==> config.mk <==
export PLATFORM = sky130hd
export DESIGN_NAME = pattern_tx
export DESIGN_NICKNAME = d
export VERILOG_FILES = /design/src/rtl/pattern_tx_pkg.sv /design/src/rtl/pattern_tx.sv
export SDC_FILE = /design/constraint.sdc
export NUM_CORES = 1
export LEC_CHECK = 0
export ABC_CLOCK_PERIOD_IN_PS = 1300
export CAP_MARGIN = 0
export CORE_ASPECT_RATIO = 0.9
export CORE_UTILIZATION = 33
export CTS_CLUSTER_DIAMETER = 30
export DETAILED_ROUTE_END_ITERATION = 8
export GPL_TIMING_DRIVEN = 0
export SLEW_MARGIN = 20
export SYNTH_ARGS = -nofsm -noshare
export SYNTH_HDL_FRONTEND = slang
export SYNTH_SLANG_ARGS = --single-unit
export TNS_END_PERCENT = 100
==> constraint.sdc <==
create_clock -name clk -period 1.3 [get_ports clk]
set_input_delay 0.195 -clock clk [delete_from_list [all_inputs] [get_ports clk]]
set_output_delay 0.195 -clock clk [all_outputs]
set_load 0.005 [all_outputs]
==> src/rtl/pattern_tx_pkg.sv <==
// pattern_tx_pkg: shared FSM encoding, default pattern and detector result macros
`ifndef PATTERN_TX_PKG_MACROS
`define PATTERN_TX_PKG_MACROS
`define FOUND 1'b1
`define NOTFOUND 1'b0
`endif

package pattern_tx_pkg;

    typedef enum logic [1:0] {
        ST_IDLE = 2'b00,
        ST_SEND = 2'b01,
        ST_GAP  = 2'b10,
        ST_DONE = 2'b11
    } state_e;

    localparam logic [3:0] DEF_PATTERN = 4'b1001;

endpackage

==> src/rtl/pattern_tx.sv <==
// pattern_tx: sends reps copies of PATTERN MSB-first on x, with GAP zero bits between copies (ports: clk, reset active-low sync, start, reps in; x, valid, last_bit, busy, done registered out)
module pattern_tx
    import pattern_tx_pkg::*;
#(
    parameter int PAT_W = 4,
    parameter logic [PAT_W-1:0] PATTERN = DEF_PATTERN,
    parameter int GAP = 1,
    parameter int CNT_W = 4
) (
    input  logic             clk,
    input  logic             reset,
    input  logic             start,
    input  logic [CNT_W-1:0] reps,
    output logic             x,
    output logic             valid,
    output logic             last_bit,
    output logic             busy,
    output logic             done
);

    localparam int BW = $clog2(PAT_W);
    localparam logic [BW-1:0] TOP = BW'(PAT_W - 1);
    localparam logic [2:0] GAP_INIT = 3'(GAP > 0 ? GAP - 1 : 0);

    state_e state_q, state_d;
    logic [CNT_W-1:0] reps_q, reps_d, rep_q, rep_d;
    logic [BW-1:0] bit_q, bit_d;
    logic [2:0] gap_q, gap_d;
    logic x_q, x_d, valid_q, valid_d, last_q, last_d, busy_q, busy_d, done_q, done_d;

    always_comb begin
        state_d = state_q;
        reps_d = reps_q;
        rep_d = rep_q;
        bit_d = bit_q;
        gap_d = gap_q;
        x_d = 1'b0;
        valid_d = 1'b0;
        last_d = 1'b0;
        busy_d = busy_q;
        done_d = 1'b0;
        case (state_q)
            ST_IDLE: begin
                if (start && reps != '0) begin
                    state_d = ST_SEND;
                    reps_d = reps;
                    rep_d = CNT_W'(1);
                    bit_d = TOP;
                    x_d = PATTERN[PAT_W-1];
                    valid_d = 1'b1;
                    busy_d = 1'b1;
                end else if (start) begin
                    state_d = ST_DONE;
                    done_d = 1'b1;
                end
            end
            ST_SEND: begin
                if (bit_q != '0) begin
                    bit_d = bit_q - BW'(1);
                    x_d = PATTERN[bit_q - BW'(1)];
                    valid_d = 1'b1;
                    last_d = (bit_q == BW'(1));
                end else if (rep_q == reps_q) begin
                    state_d = ST_DONE;
                    done_d = 1'b1;
                    busy_d = 1'b0;
                end else if (GAP > 0) begin
                    state_d = ST_GAP;
                    gap_d = GAP_INIT;
                    valid_d = 1'b1;
                end else begin
                    rep_d = rep_q + CNT_W'(1);
                    bit_d = TOP;
                    x_d = PATTERN[PAT_W-1];
                    valid_d = 1'b1;
                end
            end
            ST_GAP: begin
                valid_d = 1'b1;
                if (gap_q != '0) begin
                    gap_d = gap_q - 3'd1;
                end else begin
                    state_d = ST_SEND;
                    rep_d = rep_q + CNT_W'(1);
                    bit_d = TOP;
                    x_d = PATTERN[PAT_W-1];
                end
            end
            default: begin
                state_d = ST_IDLE;
                busy_d = 1'b0;
            end
        endcase
    end

    always_ff @(posedge clk) begin
        if (!reset) begin
            state_q <= ST_IDLE;
            reps_q <= '0;
            rep_q <= '0;
            bit_q <= '0;
            gap_q <= '0;
            x_q <= 1'b0;
            valid_q <= 1'b0;
            last_q <= 1'b0;
            busy_q <= 1'b0;
            done_q <= 1'b0;
        end else begin
            state_q <= state_d;
            reps_q <= reps_d;
            rep_q <= rep_d;
            bit_q <= bit_d;
            gap_q <= gap_d;
            x_q <= x_d;
            valid_q <= valid_d;
            last_q <= last_d;
            busy_q <= busy_d;
            done_q <= done_d;
        end
    end

    assign x = x_q;
    assign valid = valid_q;
    assign last_bit = last_q;
    assign busy = busy_q;
    assign done = done_q;

endmodule

Word level (Yosys, flattened, before mapping)

Index checks and enable logic that the tools add are counted.

$add $sub $neg: 3
Magnitude comparators: 1
Equality and inequality tests: 12
Muxes and demuxes: 35
Bitwise operators: 1
Reductions and logical operators: 15

Operators by type and width:

| operator                                                                      | count |
|---|---|
| 1-bit 2-to-1 mux                                                              | 14 |
| 2-bit 2-to-1 mux                                                              | 7 |
| 2-bit inequality test (second input constant)                                 | 7 |
| 2-bit one-hot mux with 3 select lines                                         | 2 |
| 4-bit AND reduction                                                           | 3 |
| 3-bit 2-to-1 mux                                                              | 3 |
| 1-bit one-hot mux with 3 select lines                                         | 3 |
| 3-bit AND reduction                                                           | 3 |
| 4-bit 2-to-1 mux                                                              | 2 |
| 4-bit one-hot mux with 2 select lines                                         | 1 |
| 3-bit one-hot mux with 2 select lines                                         | 1 |
| 2-bit nonzero test                                                            | 3 |
| 3-bit nonzero test                                                            | 2 |
| 4-bit by 1-bit adder with 4-bit output (second input constant)                | 1 |
| 2-bit by 1-bit == test with 1-bit output (second input constant)              | 2 |
| 4-bit == test                                                                 | 1 |
| 4-bit nonzero test                                                            | 1 |
| 2-bit by 3-bit less-than comparator with 1-bit output (second input constant) | 1 |
| 3-bit inequality test (second input constant)                                 | 1 |
| 3-bit by 1-bit subtractor with 3-bit output (second input constant)           | 1 |
| 1-bit binary-select mux with 2-bit select                                     | 1 |
| 2-bit == test (second input constant)                                         | 1 |
| 2-bit logical NOT                                                             | 1 |
| 1-bit one-hot mux with 2 select lines                                         | 1 |
| 4 further kinds                                                               | 4 |

Flip-flop bits (word level): 20
Output and inout bits: 5
Logic and storage cells: 77

Longest topological paths before layout

Depth after elaboration: 5
Depth in mapped cells: 6
Mapped depth without buffers: 6

Least setup slack after synthesis

Ideal clock, no wire load.

Kind: register to register
Start point: register gap_q[0]
End point: register rep_q[3]
Setup time: 0.070 ns
Arrival: 1.312 ns
Setup slack: -0.082 ns
Cell stages (with the launch flop): 7
Period minus slack after synthesis: 1.382 ns
Cell sequence: dfxtp_1 > inv_1 > ha_1 > and4bb_2 > a21oi_4 > or3_1 > a21oi_1

Word-level cells in the longest chain between the ends: 3

Ends and longest elaborated chain:

| item                            | RTL line          | RTL |
|---|---|---|
| start, declared                 | pattern_tx.sv:28  | `logic [2:0] gap_q, gap_d;` |
| start signal, assigned          | pattern_tx.sv:113 | `gap_q <= gap_d;` |
| 3-bit nonzero test              | pattern_tx.sv:80  | `if (gap_q != '0) begin` |
| 2-bit inequality test (no line) | --                |  |
| 3-bit AND reduction (no line)   | --                |  |
| end signal, assigned            | pattern_tx.sv:111 | `rep_q <= rep_d;` |
| end, declared                   | pattern_tx.sv:26  | `logic [CNT_W-1:0] reps_q, reps_d, rep_q, rep_d;` |

Every way passes these cells.
A chain may end at the register's enable or synchronous reset.

Worst setup path after layout

Ends and elaborated chain as after synthesis.

==> flow_summary.ini <==
[setup_path]
worstSetupPathType = reg -> reg
cp-start-kind = flip-flop
rr_endpoint = rep_q[3]
rrSetupSlack_ps = -60
r2r-start = gap_q[0]
worst_setup_path_end_kind = flip-flop
cpMaxStageDelayCell = dfxtp_2
max_stage_delay_ps = 340
rr_worst_depth = 6
critPathArrivalTime_ps = 1610
cp.required_ps = 1550
crit_fanout = 6
path_cells = inv_2 > ha_4 > and4bb_2 > a21oi_4 > or3_4 > a21oi_2

[global_route]
grt_overflow = 0
grt_antenna_before_repair = 0
gr-usage-all-layers = 0.139
grt_max_degree = 11
grt_pass1_wl_um = 3330
grt_pass1_vias = 782

[timing]
finClkSkew_ps = 8.24
fmax_mhz = 737
setup_viol = 3
final_max_slew_viol_count = 0
rsz0062_at_grt = true
finalHoldViolations = 0
finalCriticalPeriod_ps = 1360
timing.final.crit_share = 1.04
tightest_slew_ps = 404
max_slew_margin = 0.728
fin_ws_ps = -56.6

[clocking]
cts_tree = done
numCtsBuffers = 3
clkLatencyLatePin_ps = 310
clock-sinks = 20
cts-root-buf = clkbuf_4
path_clk_slew_ps = 110
clock_path_buffers = 2
cts-hold-fix-buffers = 0
htree_levels = 1

[floorplan]
ios = 12
die-area_mm2 = 0.00326
die_h_um = 54.3
rows = 18
start_util = 0.356
chipWidth_um = 60.1
core_area_mm2 = 0.00282

[yosys]
synth_cells = 105
synth_top_cell_area_share = 0.400
synth.net_count = 118
synth_top_cell_by_area = dfxtp_1
synth_area_leaders = dfxtp_1, ha_1, a21oi_1, nand2_1, xnor2_1
yosysWarnings = 0
synth_seq_cells = 20
synth.distinct_cells = 38
synth_area_mm2 = 0.00100
yosysSeqAreaShare = 0.400
avgSynthCellArea_um2 = 9.53

[placed_design]
gp_congestion = 0.838
dp_slack_ps = -503
portBuffers = 11
post_dp_cell_area_mm2 = 0.00118
dp_hpwl_um = 1460

[hold_path]
min_path_type = in -> reg
whs_endpoint = reps_q[1]
whs_path_depth = 2
worstHoldStart = reps[1]

[detailed_routing]
drt_wl_total_um = 2020
drtIter0Drc = 21
wire_per_inst_um = 12.0
drc_errors = 0
dr.pass1.iters = 4
vias_per_cell = 4.93
vias = 833
antenna_left = 0

[final_layout]
drive_gt1_frac = 0.326
syn2layout_area_growth_pct = 34.0
fin_util = 0.476
nFillCells = 277
fin_nets = 144
stdcell_area_mm2 = 0.00134
antenna_cells = 0

[pwr]
p_per_area_mw_per_mm2 = 1220
total_leakage_power_nw = 0.555
vdd_drop_max_mv = 0.767
p_total_mw = 1.63

[outcome]
outcome = finished, violations left
violations = setup timing

[flow_run]
cap_violations = 0
[placed cells by master, fill, tap and decap left out, types with 2 or more instances in the layout]
master,count
dlygate4sd2_1,9
dfxtp_2,6
nand2b_1,2
and3_1,2
nand3_1,2
ha_4,2
a41o_1,2
o211ai_1,2
buf_6,2
nor2_1,2
nor3b_4,2
inv_2,2
a21oi_1,7
nand2_1,10
inv_1,4
xnor2_1,4
nor2b_1,2
a21boi_0,2
nor3b_1,2
clkbuf_4,3
ha_1,4
clkdlybuf4s50_1,2
a22o_1,3
o21ai_0,2
dfxtp_1,14
buf_4,10
[where the power goes]
group / internal [mW] / switching, mW / leakage [nW]
Clock: 0.108 / 0.188 / 0.0138
Sequential: 0.693 / 0.0479 / 0.166
Combinational: 0.298 / 0.299 / 0.375
[synth_stat cells]
master,number
dfxtp_1,20
nand2_1,10
a21oi_1,8
ha_1,6
inv_1,6
xnor2_1,4
a22o_1,3
nand2b_1,3
nand3_1,3
nor2_1,3
nor2b_1,3
nor3b_1,3
o21ai_0,3
a21boi_0,2
a41o_1,2
and3_1,2
o211ai_1,2
or3_1,2
a21boi_2,1
a21o_1,1
a21oi_4,1
a22o_2,1
a22oi_1,1
and2_1,1
and4bb_2,1
buf_4,1
buf_6,1
clkbuf_1,1
nand4_1,1
nor3b_4,1
nor4_1,1
nor4b_1,1
o211a_1,1
o21a_1,1
o22ai_1,1
o2bb2ai_1,1
o311a_1,1
or4_4,1
[worst max path at each step]
stage,startpoint,to,slack [ps],cells after the start
detailed placement,reps[0],rep_q[2],-500,5
finish,gap_q[0],rep_q[3],-60,6
global route,gap_q[0],rep_q[3],-120,6
floorplan,gap_q[1],rep_q[2],-30,6
CTS,gap_q[0],rep_q[2],-80,6
global placement,reps[0],rep_q[2],-500,5
[through the flow]
stage	instances	hold slack, ps	setup TNS (ps)
finish	169	291	-128
global route	169	295	-593
CTS	165	299	-328
detailed placement	156	473	-6370
global placement	156	469	-6230
floorplan	105	321	-30.6
[critical path, delay by kind of cell (launching register included)]
| kind | cells | cell delay [ps] |
|---|---|---|
| AOI/OAI and AO/OA | 2 | 170 |
| adders and majority gates | 1 | 130 |
| buffers and inverters | 1 | 70 |
| DFF | 1 | 340 |
| and+or+nand+nor | 2 | 600 |
[kinds of logic (layout without fill, tap and decap cells)]
group                      after synthesis  in the layout  synth area share
adders and majority gates                6              6            0.0750
buffers and inverters                    9             33            0.0450
xor gates and xnor gates                 4              4            0.0350
and+or+nand+nor                         36             36             0.219
AOI/OAI and AO/OA                       30             30             0.226
DFF                                     20             20             0.400
[cell type report]
cell class,count,area (um2),area share
multi-input cells,76,637,0.475
flip-flops and latches,20,408,0.304
repair buffers,21,174,0.130
well taps,40,50.0,0.0373
plain buffers,3,27.5,0.0205
clock buffers,3,22.5,0.0168
inverters,6,22.5,0.0168
[flip-flops by register name, indices dropped and copies added, names as in the netlist, 2 cells and up]
name and cells:
bit_q 2, gap_q 3, rep_q 4, reps_q 4, state_q 2
[layer usage]
layer  part of all wire  wire length, um  global-route usage
met1               0.47              949               0.161
met2               0.47              959               0.256
met3              0.041               83              0.0426
met4              0.013               27              0.0233
met5                  0                0                   0
[what timing repair did]
action | CTS | global route
setup endpoints to repair | 22 | 18
gates cloned | 0 | 0
pin swaps | 8 | 9
buffers inserted | 6 | 4
gates resized for setup | 17 | 13
Power figures use the tool's default switching activity.
